===== src/rtl/qspi_pkg.sv =====
// Shared types and constants for qspi_flash_reader.
// QSPI_SEQ_READ_EN adds the HOLD_OPEN state used for sequential-read streaming.
package qspi_pkg;

  typedef enum logic [2:0] {
    ST_IDLE,
    ST_SETUP,
    ST_SHIFT,
    ST_RESP,
    ST_CS_HIGH
`ifdef QSPI_SEQ_READ_EN
    , ST_HOLD_OPEN
`endif
  } qspi_state_e;

  localparam logic [7:0]  QSPI_CMD_READ       = 8'h03;
  localparam int unsigned QSPI_CS_HIGH_CYCLES = 2;
  localparam logic [1:0]  QSPI_RESP_OKAY      = 2'b00;
  localparam logic [1:0]  QSPI_RESP_SLVERR    = 2'b10;
  localparam logic [6:0]  QSPI_FULL_BITS      = 7'd64;
  localparam logic [6:0]  QSPI_DATA_BITS      = 7'd32;

  // Bytes arrive MSB-first in address order; the first byte lands in rdata[7:0].
  function automatic logic [31:0] qspi_le_word(input logic [31:0] rx);
    return {rx[7:0], rx[15:8], rx[23:16], rx[31:24]};
  endfunction

endpackage


===== src/rtl/qspi_shift_engine.sv =====
// SPI mode-0 bit engine: shifts out nbits_i of word_i MSB first at clk/2,
// samples so_i at each falling sclk edge and flags the final sample via done_o.
module qspi_shift_engine
  import qspi_pkg::*;
(
  input  logic        clk,
  input  logic        rst,
  input  logic        start_i,
  input  logic [6:0]  nbits_i,
  input  logic [63:0] word_i,
  input  logic        so_i,
  output logic        sclk_o,
  output logic        si_o,
  output logic        done_o,
  output logic [31:0] rx_o
);

  logic        active_q;
  logic        phase_q;
  logic        sclk_q;
  logic        si_q;
  logic [6:0]  cnt_q;
  logic [63:0] tx_q;
  logic [31:0] rx_q;

  assign sclk_o = sclk_q;
  assign si_o   = si_q;
  // The last sample is folded in combinationally so the caller can latch it on the same edge.
  assign rx_o   = {rx_q[30:0], so_i};
  assign done_o = active_q && !phase_q && sclk_q && (cnt_q == '0);

  always_ff @(posedge clk or negedge rst) begin
    if (!rst) begin
      active_q <= 1'b0;
      phase_q  <= 1'b0;
      sclk_q   <= 1'b0;
      si_q     <= 1'b0;
      cnt_q    <= '0;
      tx_q     <= '0;
      rx_q     <= '0;
    end else if (start_i) begin
      active_q <= 1'b1;
      phase_q  <= 1'b0;
      sclk_q   <= 1'b0;
      si_q     <= 1'b0;
      cnt_q    <= nbits_i;
      tx_q     <= word_i;
    end else if (active_q) begin
      if (phase_q) begin
        sclk_q  <= 1'b1;
        cnt_q   <= cnt_q - 7'd1;
        phase_q <= 1'b0;
      end else begin
        if (sclk_q) begin
          rx_q <= rx_o;
        end
        sclk_q <= 1'b0;
        if (cnt_q == '0) begin
          active_q <= 1'b0;
          si_q     <= 1'b0;
        end else begin
          si_q    <= tx_q[63];
          tx_q    <= {tx_q[62:0], 1'b0};
          phase_q <= 1'b1;
        end
      end
    end
  end

endmodule


===== src/rtl/qspi_flash_reader.sv =====
// AXI4-lite read port that turns each request into a single-bit SPI READ (0x03).
// Optional QSPI_SEQ_READ_EN keeps cs low between reads to stream consecutive words.
module qspi_flash_reader
  import qspi_pkg::*;
#(
  parameter int unsigned ADDR_WIDTH      = 32,
  parameter int unsigned FLASH_ADDR_BITS = 24
) (
  input  logic                  clk,
  input  logic                  rst,
  input  logic                  arvalid,
  output logic                  arready,
  input  logic [ADDR_WIDTH-1:0] araddr,
  output logic                  rvalid,
  input  logic                  rready,
  output logic [31:0]           rdata,
  output logic [1:0]            rresp,
  output logic                  cs,
  output logic                  sclk,
  output logic                  si,
  input  logic                  so,
  output logic                  wp,
  output logic                  hold
);

  qspi_state_e state_q;
  logic        arready_q;
  logic        rvalid_q;
  logic [31:0] rdata_q;
  logic [1:0]  rresp_q;
  logic        cs_q;
  logic [1:0]  hold_cnt_q;
  logic [23:0] addr_q;

  logic        ar_hs;
  logic        addr_err;
  logic [23:0] req_addr;
  logic        eng_start;
  logic [6:0]  eng_nbits;
  logic [63:0] eng_word;
  logic        eng_done;
  logic [31:0] eng_rx;
  logic [31:0] rdata_d;
`ifdef QSPI_SEQ_READ_EN
  logic        pend_q;
  logic        seq_hit;
`endif

  assign ar_hs    = arvalid && arready_q;
  assign addr_err = |(araddr >> FLASH_ADDR_BITS);
  assign req_addr = 24'(araddr[FLASH_ADDR_BITS-1:0]) & 24'hFF_FFFC;
  assign rdata_d  = qspi_le_word(eng_rx);

  always_comb begin
    eng_start = (state_q == ST_SETUP);
    eng_nbits = QSPI_FULL_BITS;
    eng_word  = {QSPI_CMD_READ, addr_q, 32'h0};
`ifdef QSPI_SEQ_READ_EN
    // A wrap past the top of flash overflows into bit 24 and so never matches.
    seq_hit = (state_q == ST_HOLD_OPEN) && ar_hs && !addr_err &&
              ({1'b0, req_addr} == ({1'b0, addr_q} + 25'd4));
    if (seq_hit) begin
      eng_start = 1'b1;
      eng_nbits = QSPI_DATA_BITS;
      eng_word  = '0;
    end
`endif
  end

  qspi_shift_engine u_engine (
    .clk     (clk),
    .rst     (rst),
    .start_i (eng_start),
    .nbits_i (eng_nbits),
    .word_i  (eng_word),
    .so_i    (so),
    .sclk_o  (sclk),
    .si_o    (si),
    .done_o  (eng_done),
    .rx_o    (eng_rx)
  );

  always_ff @(posedge clk or negedge rst) begin
    if (!rst) begin
      state_q    <= ST_IDLE;
      arready_q  <= 1'b0;
      rvalid_q   <= 1'b0;
      rdata_q    <= '0;
      rresp_q    <= QSPI_RESP_OKAY;
      cs_q       <= 1'b1;
      hold_cnt_q <= '0;
      addr_q     <= '0;
`ifdef QSPI_SEQ_READ_EN
      pend_q     <= 1'b0;
`endif
    end else begin
      case (state_q)
        ST_IDLE: begin
          if (ar_hs) begin
            arready_q <= 1'b0;
            addr_q    <= req_addr;
            if (addr_err) begin
              rresp_q <= QSPI_RESP_SLVERR;
              rdata_q <= '0;
              state_q <= ST_RESP;
            end else begin
              state_q <= ST_SETUP;
            end
          end else begin
            arready_q <= 1'b1;
          end
        end
        ST_SETUP: begin
          cs_q    <= 1'b0;
          state_q <= ST_SHIFT;
        end
        ST_SHIFT: begin
          if (eng_done) begin
            rvalid_q <= 1'b1;
            rresp_q  <= QSPI_RESP_OKAY;
            rdata_q  <= rdata_d;
            state_q  <= ST_RESP;
          end
        end
        ST_RESP: begin
          if (!rvalid_q) begin
            rvalid_q <= 1'b1;
          end else if (rready) begin
            rvalid_q   <= 1'b0;
            hold_cnt_q <= '0;
`ifdef QSPI_SEQ_READ_EN
            if (!cs_q) begin
              arready_q <= 1'b1;
              state_q   <= ST_HOLD_OPEN;
            end else begin
              state_q <= ST_CS_HIGH;
            end
`else
            cs_q    <= 1'b1;
            state_q <= ST_CS_HIGH;
`endif
          end
        end
        ST_CS_HIGH: begin
          if (hold_cnt_q == 2'(QSPI_CS_HIGH_CYCLES - 1)) begin
            hold_cnt_q <= '0;
`ifdef QSPI_SEQ_READ_EN
            if (pend_q) begin
              pend_q  <= 1'b0;
              state_q <= ST_SETUP;
            end else begin
              arready_q <= 1'b1;
              state_q   <= ST_IDLE;
            end
`else
            arready_q <= 1'b1;
            state_q   <= ST_IDLE;
`endif
          end else begin
            hold_cnt_q <= hold_cnt_q + 2'd1;
          end
        end
`ifdef QSPI_SEQ_READ_EN
        ST_HOLD_OPEN: begin
          if (ar_hs) begin
            arready_q <= 1'b0;
            if (addr_err) begin
              rresp_q <= QSPI_RESP_SLVERR;
              rdata_q <= '0;
              state_q <= ST_RESP;
            end else if (seq_hit) begin
              addr_q  <= req_addr;
              state_q <= ST_SHIFT;
            end else begin
              addr_q     <= req_addr;
              cs_q       <= 1'b1;
              pend_q     <= 1'b1;
              hold_cnt_q <= '0;
              state_q    <= ST_CS_HIGH;
            end
          end
        end
`endif
        default: state_q <= ST_IDLE;
      endcase
    end
  end

  assign arready = arready_q;
  assign rvalid  = rvalid_q;
  assign rdata   = rdata_q;
  assign rresp   = rresp_q;
  assign cs      = cs_q;
  assign wp      = 1'b1;
  assign hold    = 1'b1;

endmodule


===== config.mk =====
export PLATFORM = sky130hd
export DESIGN_NAME = qspi_flash_reader
export DESIGN_NICKNAME = d
export VERILOG_FILES = /design/src/rtl/qspi_pkg.sv /design/src/rtl/qspi_shift_engine.sv /design/src/rtl/qspi_flash_reader.sv
export SDC_FILE = /design/constraint.sdc
export NUM_CORES = 1
export LEC_CHECK = 0
export ABC_AREA = 1
export BUFFER_PORTS_ARGS = -buffer_cell sky130_fd_sc_hd__buf_2
export CAP_MARGIN = 20
export CELL_PAD_IN_SITES_DETAIL_PLACEMENT = 0
export CELL_PAD_IN_SITES_GLOBAL_PLACEMENT = 2
export CORE_MARGIN = 5
export CORE_UTILIZATION = 30
export DETAILED_ROUTE_END_ITERATION = 6
export HOLD_SLACK_MARGIN = 0.05
export PLACE_DENSITY_LB_ADDON = 0.1
export REMOVE_ABC_BUFFERS = 1
export SLEW_MARGIN = 30
export SYNTH_ARGS = -nofsm -noshare
export SYNTH_HDL_FRONTEND = slang
export SYNTH_SLANG_ARGS = --single-unit

===== constraint.sdc =====
create_clock -name clk -period 1.7 [get_ports clk]
set_input_delay 0.34 -clock clk [delete_from_list [all_inputs] [get_ports clk]]
set_output_delay 0.34 -clock clk [all_outputs]
set_load 0.03 [all_outputs]

==> results.ini <==
[run_status]
status = complete, no violations

[synth]
yosysUniqueCellTypes = 32
ys.flop_type = dfrtp_1
yosys.area_share.simple = 0.215
synthArstFlopShare = 1.00
synth_compound_area_frac = 0.0282
synthAdderAreaFrac = 0.00434
synth_area_leader_cell = dfrtp_1
syn-cell-area_um2 = 5770
synth_top_family_by_area = simple AND/OR/NAND/NOR gates
netlist_top_cells_count = 159 x nand2_1, 134 x dfrtp_1, 34 x nand4_1, 34 x nor2_1
netlist_instances = 556
synthMuxAreaShare = 0.109
syn_area_per_cell_um2 = 10.4
synth_top_area_share = 0.581
ys_seq_area_frac = 0.586
ys_ff_latch = 135
yosys-top-cells-area = dfrtp_1 58%, nand2_1 10%, mux2_2 6.2%
synth_edf_count = 0
ys_warn_count = 0
yosysMostFrequentCell = nand2_1
yosys.area_share.xor_xnor = 0

[sta]
hold_viol = 0
hold_slack_ns = 0.155
clock_skew_ns = 0.00855
setup-violations-final = 0
clock.fmax_mhz = 609
tns_ns = 0
period_needed_ns = 1.64
fin_crit_sh = 0.966
slew_violations = 0

[floorplan]
start_util = 0.306
die_y_um = 149
row_count = 50
core_um2 = 18800
die_w_um = 149
io-pin-count = 78
dieArea_um2 = 22100

[min_path]
min_to = addr_q[20]$_DFFE_PN0P_
hold_start = araddr[20]
hold_depth = 2
hold_path.class = input port to register

[worst_setup_path]
crit_family = simple AND/OR/NAND/NOR gates
cp_data_required_time_ns = 2.00
timing.rr.end = rdata[14]$_DFFE_PN0P_
crit_type = register to register
critical_path_arrival_ns = 1.94
r2r-start = u_engine.cnt_q[1]$_DFFE_PN0P_
crit_buf_inv = 3
crit_path_end_kind = register
rr_worst_depth = 10
crit_chain = inv_2 > ha_4 > inv_2 > nor2_4 > nand4_4 > nand2_2 > nand3_4 > clkbuf_16 > nand2_2 > nand2_1
max_stage_delay_ns = 0.40
critPathSlowestCell = dfrtp_1
cp_max_fo = 8
start_kind = register
r2r_slack_ns = 0.06

[finish]
fillCellCount = 1907
synthToLayoutAreaGrowth_pct = 28.9
nets = 690
diodes = 0
drive_gt1_frac = 0.331
utilization = 0.395

[power_and_ir_drop]
p_comb_frac = 0.369
switching_share = 0.340
net-switching-power_w = 0.00482
clockPowerShare = 0.297
ir_drop_uv = 762
seqPwrFrac = 0.334
total_leakage_power_nw = 3.85
p_int_w = 0.00937
p_per_area_nw_per_um2 = 1910

[clocking]
cts_tree = done
clock-sinks = 135
clock_path_buffers = 2
cts_root_buf = clkbuf_16
clk_pin_slew_ns = 0.06
cts_buffers = 17
clk_latency_ns = 0.42
ctsHtreeMaxLevel = 4

[global_route]
grt_first_pass_wirelength_mm = 21.2
grt_start_max_net_pins = 48
antenna_found_initial = 0
grt_pass1_vias = 4244
grt_usage = 0.120
grt-ovfl-total = 0

[routing]
routed_wl_mm = 12.9
drc = 0
final_antenna_net_count = 0
wl_per_cell_um = 14.0
drt_iter0_drc = 175
vias = 4086
viasPerCell = 4.42
first_pass_iters = 4

[job]
maxCapViolations = 0

[place]
gp_congestion = 0.707
post-dp-hpwl_mm = 8.30
io_buffers = 72

==> placed cells by master (no fill, tap or decap), types with 18 or more instances in the layout <==
| cell | netlist | final |
|---|---|---|
| buf_2 | 12 | 71 |
| mux2_4 | 18 | 18 |
| inv_1 | 26 | 23 |
| mux2_2 | 32 | 32 |
| nand3_1 | 32 | 32 |
| nand2_1 | 159 | 151 |
| clkbuf_16 | 0 | 19 |
| dfrtp_1 | 134 | 134 |
| nand4_1 | 34 | 34 |
| nor2_1 | 34 | 33 |
==> worst max-delay path by stage <==
stage | start | endpoint | slack (ns) | depth (start not counted)
after floorplan | state_q[1]$_DFFE_PN0P_ | u_engine.rx_q[0]$_DFFE_PN0P_ | -0.05 | 4
after global placement | u_engine.cnt_q[1]$_DFFE_PN0P_ | rdata[26]$_DFFE_PN0P_ | 0.02 | 10
after detailed placement | u_engine.cnt_q[1]$_DFFE_PN0P_ | rdata[22]$_DFFE_PN0P_ | 0.02 | 10
after CTS | u_engine.cnt_q[1]$_DFFE_PN0P_ | rdata[22]$_DFFE_PN0P_ | 0.008 | 10
after global routing | u_engine.cnt_q[1]$_DFFE_PN0P_ | rdata[31]$_DFFE_PN0P_ | -0.01 | 10
final | u_engine.cnt_q[1]$_DFFE_PN0P_ | rdata[14]$_DFFE_PN0P_ | 0.06 | 10
==> layout make-up <==
class / count / area (um2) / share of cell area
flip-flops and latches: 135 / 3380 / 0.454
well taps: 260 / 325 / 0.0437
clock inverters: 12 / 223 / 0.0299
clock buffers: 20 / 457 / 0.0614
inverters: 35 / 134 / 0.0180
repair buffers: 102 / 796 / 0.107
multi-input cells: 360 / 2120 / 0.286
==> power by group through the flow <==
| stage | sequential [W] | combinational [W] | clock, W |
|---|---|---|---|
| 4_1_cts | 0.00474 | 0.00481 | 0.00432 |
| 3_3_place_gp | 0.00476 | 0.00474 | 0 |
| 2_1_floorplan | 0.00477 | 0.00293 | 0 |
| 6_report | 0.00474 | 0.00524 | 0.00421 |
| 5_1_grt | 0.00486 | 0.00581 | 0.00445 |
| 3_5_place_dp | 0.00479 | 0.00479 | 0 |
==> cell families after synthesis <==
| logic type | count (synthesis) |
|---|---|
| AOI/OAI and AO/OA | 29 |
| adders and majority gates | 2 |
| buffers and inverters | 62 |
| and+or+nand+nor | 276 |
| DFF | 135 |
| other | 2 |
| muxes | 50 |
==> metal layers <==
metal	share of wire	wire length, um	track usage
met2	0.48	6200	0.197
met1	0.47	6050	0.151
met4	0.011	145	0.0416
met5	0	0	0
met3	0.042	547	0.0353
==> registers in the layout, indices dropped and copies added, names as in the netlist <==
signal and cells:
cs 1, state_q 3, arready 1, u_engine.tx_q 30
rresp 1, u_engine.cnt_q 7, u_engine.rx_q 31, u_engine.si_o 1
addr_q 22, rdata 32, u_engine.sclk_o 1, hold_cnt_q 2
u_engine.active_q 1, rvalid 1, u_engine.phase_q 1
==> metrics by stage <==
step           worst slack [ns]  total power [W]  std cells  area [um2]
2_1_floorplan           -0.0455          0.00770        530        5580
3_5_place_dp             0.0207          0.00958        883        6590
3_3_place_gp             0.0249          0.00951        883        6590
4_1_cts                 0.00782           0.0139        916        7280
5_1_grt                 -0.0128           0.0151        924        7440
6_report                 0.0584           0.0142        924        7440
==> timing repair <==
item                                    in CTS  in global routing
resized for setup                            0                 19
endpoints found under the setup margin       0                 39
hold buffers                                 1                  0
hold endpoints to repair                    42                  0
buffers inserted                             0                  5
No activity file was read; power rests on OpenSTA's default activity.
